File: src/rtl/oled_pixel_streamer.sv
// Raster-scanning OLED pixel transmitter: walks x/y, captures the registered
// RGB565 colour returned by the pixel source and shifts it out MSB-first.
module oled_pixel_streamer #(
  parameter int WIDTH   = 96,
  parameter int HEIGHT  = 64,
  parameter int CLK_DIV = 4
) (
  input  logic        CLK,
  input  logic        RST_N,
  input  logic        en,
  input  logic [15:0] pixel_in,
  output logic [9:0]  x,
  output logic [6:0]  y,
  output logic        cs_n,
  output logic        sclk,
  output logic        mosi,
  output logic        frame_start,
  output logic        frame_done,
  output logic        busy
);

  localparam int DW = (CLK_DIV > 1) ? $clog2(CLK_DIV) : 1;
  localparam logic [9:0]    X_LAST   = 10'(WIDTH - 1);
  localparam logic [6:0]    Y_LAST   = 7'(HEIGHT - 1);
  localparam logic [DW-1:0] DIV_LAST = DW'(CLK_DIV - 1);

  typedef enum logic [2:0] {IDLE, ADDR, WAIT, SHIFT, DONE} state_e;

  state_e        state_q;
  logic [15:0]   sr_q;
  logic [3:0]    bit_q;
  logic [DW-1:0] div_q;
  logic [9:0]    x_q, x_d;
  logic [6:0]    y_q, y_d;
  logic          cs_n_q, sclk_q, fs_q, fd_q, busy_q;
  logic          last_pix, phase_end;

  assign last_pix  = (x_q == X_LAST) && (y_q == Y_LAST);
  assign phase_end = (div_q == DIV_LAST);

  always_comb begin
    x_d = x_q + 10'd1;
    y_d = y_q;
    if (x_q == X_LAST) begin
      x_d = '0;
      y_d = y_q + 7'd1;
    end
  end

  always_ff @(posedge CLK or negedge RST_N) begin
    if (!RST_N) begin
      state_q <= IDLE;
      sr_q    <= '0;
      bit_q   <= '0;
      div_q   <= '0;
      x_q     <= '0;
      y_q     <= '0;
      cs_n_q  <= 1'b1;
      sclk_q  <= 1'b0;
      fs_q    <= 1'b0;
      fd_q    <= 1'b0;
      busy_q  <= 1'b0;
    end else begin
      case (state_q)
        IDLE: begin
          if (en) begin
            state_q <= ADDR;
            cs_n_q  <= 1'b0;
            fs_q    <= 1'b1;
            busy_q  <= 1'b1;
          end
        end
        ADDR: begin
          fs_q    <= 1'b0;
          state_q <= WAIT;
        end
        WAIT: begin
          // Source is registered: colour for this x/y is valid on this edge.
          sr_q    <= pixel_in;
          bit_q   <= '0;
          div_q   <= '0;
          sclk_q  <= 1'b0;
          state_q <= SHIFT;
        end
        SHIFT: begin
          if (!phase_end) begin
            div_q <= div_q + 1'b1;
          end else begin
            div_q <= '0;
            if (!sclk_q) begin
              sclk_q <= 1'b1;
            end else begin
              // End of high phase: bit boundary, mosi may move now.
              sclk_q <= 1'b0;
              sr_q   <= {sr_q[14:0], 1'b0};
              bit_q  <= bit_q + 4'd1;
              if (bit_q == 4'd15) begin
                if (last_pix) begin
                  state_q <= DONE;
                  cs_n_q  <= 1'b1;
                  fd_q    <= 1'b1;
                  x_q     <= '0;
                  y_q     <= '0;
                end else begin
                  state_q <= ADDR;
                  x_q     <= x_d;
                  y_q     <= y_d;
                end
              end
            end
          end
        end
        DONE: begin
          fd_q    <= 1'b0;
          busy_q  <= 1'b0;
          state_q <= IDLE;
        end
        default: state_q <= IDLE;
      endcase
    end
  end

  // After 16 shifts the register is empty, so mosi idles low by construction.
  assign mosi        = sr_q[15];
  assign x           = x_q;
  assign y           = y_q;
  assign cs_n        = cs_n_q;
  assign sclk        = sclk_q;
  assign frame_start = fs_q;
  assign frame_done  = fd_q;
  assign busy        = busy_q;

endmodule

File: config.mk
export PLATFORM = sky130hd
export DESIGN_NAME = oled_pixel_streamer
export DESIGN_NICKNAME = d
export VERILOG_FILES = /design/src/rtl/oled_pixel_streamer.sv
export SDC_FILE = /design/constraint.sdc
export NUM_CORES = 1
export LEC_CHECK = 0
export ABC_AREA = 1
export CORE_UTILIZATION = 55
export CTS_BUF_LIST = sky130_fd_sc_hd__clkbuf_2 sky130_fd_sc_hd__clkbuf_4 sky130_fd_sc_hd__clkbuf_8
export CTS_CLUSTER_DIAMETER = 80
export CTS_CLUSTER_SIZE = 8
export DETAILED_ROUTE_END_ITERATION = 10
export HOLD_SLACK_MARGIN = 0.03
export PLACE_DENSITY = 0.82
export SLEW_MARGIN = 15
export SYNTH_ARGS = -nofsm -noshare
export SYNTH_HDL_FRONTEND = slang
export SYNTH_SLANG_ARGS = --single-unit
File: constraint.sdc
create_clock -name CLK -period 3.4 [get_ports CLK]
set_input_delay 0.68 -clock CLK [delete_from_list [all_inputs] [get_ports CLK]]
set_output_delay 0.68 -clock CLK [all_outputs]
set_load 0.01 [all_outputs]
==> out/results.txt <==
ANT nets after route = 0
Reg area = 1180 sq um
total power = 1.04 mW
commonest non-fill, non-tap cell in the layout = nand2_1
WP data required = 3.60 ns
Setup crit end kind = flop
EDFF count, synth = 0
postcts setup bufs = 0
CTS Buffer Depth = 2
post-DR wirelength/cell = 13.0 um
proportion of power drawn by the clock network = 0.413
status = finished, final reports clean
DR iter-0 viols = 135
GP Congestion = 0.851
Post-CTS Resized = 0
# setup viols final = 0
Pre-Repair DR Iteration Count = 4
Reg power frac = 0.548
root buf cell = clkbuf_8
power per cell area = 347 nW/um^2
Crit Path Category = flop to flop
Mapped Area = 2450 sq um
Sw Share = 0.204
clock latency on the worst-skew pair = 0.31 ns
syn_area_per_cell = 7.86 sq um
Crit Path Max Fanout = 21
PortBufs = 41
combinational power share = 0.039
Core ar. = 4140 sq um
All-Layer GR Usage = 0.248
Tmin final = 2.07 ns
Syn Inst Count = 312
Crit path arrival time = 2.27 ns
clock transition at the registers of the reported paths = 0.09 ns
multi-input logic area = 1080 sq um
hold crit path type = input pin to async pin
commonest non-fill, non-tap cells in the layout = nand2_1 (64), nor2_1 (46), dfrtp_1 (46), clkdlybuf4s50_1 (40), a21oi_1 (37)
max cap viols = 0
initial antenna violation count = 0
layout cells sized above 1 = 0.0652
first-pass GRT wire length = 8.54 mm
Max IR drop VDD = 0.235 mV
ys async rst share = 1.00
Yosys top cell by area = dfrtp_1
DRC errors left = 0
num ports = 42
post-DP HPWL = 3.72 mm
clk_skew = 0.00896 ns
crit start category = flop
synth top area cells = dfrtp_1 (47%), nand2_1 (9.8%), a21oi_1 (7.5%)
yosys warns = 0
top_reg_cell synth = dfrtp_1
Antenna Cells = 0
Yosys top cell area share = 0.469
TNS Setup = 0 ns
Final Hold Vio Count = 0
post-synth cell types = 28
slew margin rel. = 0.512
drt via density = 5.47
Lkg Pwr = 1.40 nW
Max Clk Rate = 0.483 GHz
gr ovfl total = 0
TritonCTS clock tree = done
largest net degree at the start of global routing = 48
sw power = 0.212 mW
fillcell total = 346
via count = 2205
Slew @ Worst Pin = 0.732 ns
sequential fraction of the synthesis area = 0.480
Internal = 0.826 mW
hold buffers post-CTS = 0
initial core utilization = 0.592
synthesized net count = 335
Inserted Clock Buffers = 5
final worst path period share = 0.609
Clock Sinks = 47
die area = 4730 sq um
Synth-to-Final Area Change = 21.7%
vias in the first global route = 1981
chip width = 68.8 um
Final Slew Violations = 0
Rows = 23
drt total wl = 5.26 mm
H-tree depth = 2
RSZ-0062 raised after global routing = no
Layout Nets = 375
Die Span Y = 68.8 um
Yosys reg bits = 47
## cells by family (layout without fill, tap and decap cells)
logic type      after synthesis  in the layout  synth area share
simple gates                153            153             0.270
compound gates               59             59             0.133
flops                        47             47             0.480
buf+inv                      44             85            0.0790
xor+xnor                      5              5            0.0178
fa+ha+maj                     4              4            0.0204
## through the flow
step	std cells	hold WS, ns	util	cell area [sq um]	setup WS (ns)
floorplan	312	0.384	-	2450	1.89
global placement	395	0.452	0.692	2870	1.39
detailed placement	395	0.455	0.692	2870	1.37
CTS	403	0.467	0.720	2980	1.34
global route	403	0.417	0.721	2990	1.15
finish	403	0.368	0.721	2990	1.33
## worst paths after layout
path	slack, ns	to	cells past startpoint	from
worst max-delay path	1.33	y[0]	6	bit_q[0]
worst min-delay path	0.37	x[5]	1	RST_N
worst max register to register	1.33	y[0]	6	bit_q[0]
worst min register to register	0.47	cs_n	2	cs_n
max in group asynchronous	2.62	x[1]	1	RST_N
min in group CLK	0.47	cs_n	2	cs_n
## metal layers
layer  share of wire  GRT usage  vias to the layer above
met5               0          0                        -
met4           0.017     0.0867                        0
met3           0.049     0.0658                        8
met2            0.47      0.419                       55
met1            0.46      0.307                     1042
li1                -          -                     1100
## power by group through the flow
| stage | clock [mW] | combinational (mW) | sequential, mW |
|---|---|---|---|
| 5_1_grt | 0.460 | 0.0449 | 0.570 |
| 3_3_place_gp | 0 | 0.0405 | 0.580 |
| 2_1_floorplan | 0 | 0.00608 | 0.579 |
| 4_1_cts | 0.433 | 0.0411 | 0.569 |
| 6_report | 0.428 | 0.0403 | 0.569 |
| 3_5_place_dp | 0 | 0.0412 | 0.580 |
## final cells by class
cell class / count / area share
clock buffer: 6 / 0.0276
clock inverter: 2 / 0.0117
inverter: 35 / 0.0440
multi-input combinational: 221 / 0.362
sequential: 47 / 0.394
tap: 50 / 0.0209
timing repair buffer: 42 / 0.139
## synth_stat cells (3+ instances only)
| master | instances |
|---|---|
| nand4_1 | 10 |
| a21oi_1 | 37 |
| nor2_2 | 4 |
| xor2_1 | 4 |
| inv_1 | 32 |
| o21ai_0 | 12 |
| a22o_1 | 3 |
| nor2_1 | 46 |
| ha_1 | 4 |
| nand3_1 | 21 |
| nor3_1 | 3 |
| nand2_1 | 64 |
| dfrtp_1 | 46 |
| inv_2 | 3 |
| buf_2 | 5 |
## registers in the layout (all words and copies together) (netlist names)
| signal | count |
|---|---|
| div_q | 2 |
| frame_done | 1 |
| state_q | 3 |
| sr_q | 16 |
| y | 7 |
| sclk | 1 |
| bit_q | 4 |
| frame_start | 1 |
| cs_n | 1 |
| x | 10 |
| busy | 1 |
## worst max-delay path, stage by stage, from the launching register on
cell	delay (ns)
dfrtp_1	0.43
ha_1	0.24
nand4_2	0.19
nor2_2	0.61
nand2_1	0.27
o21ai_1	0.18
inv_1	0.05
Note: power is estimated with default switching activity, not from simulation.
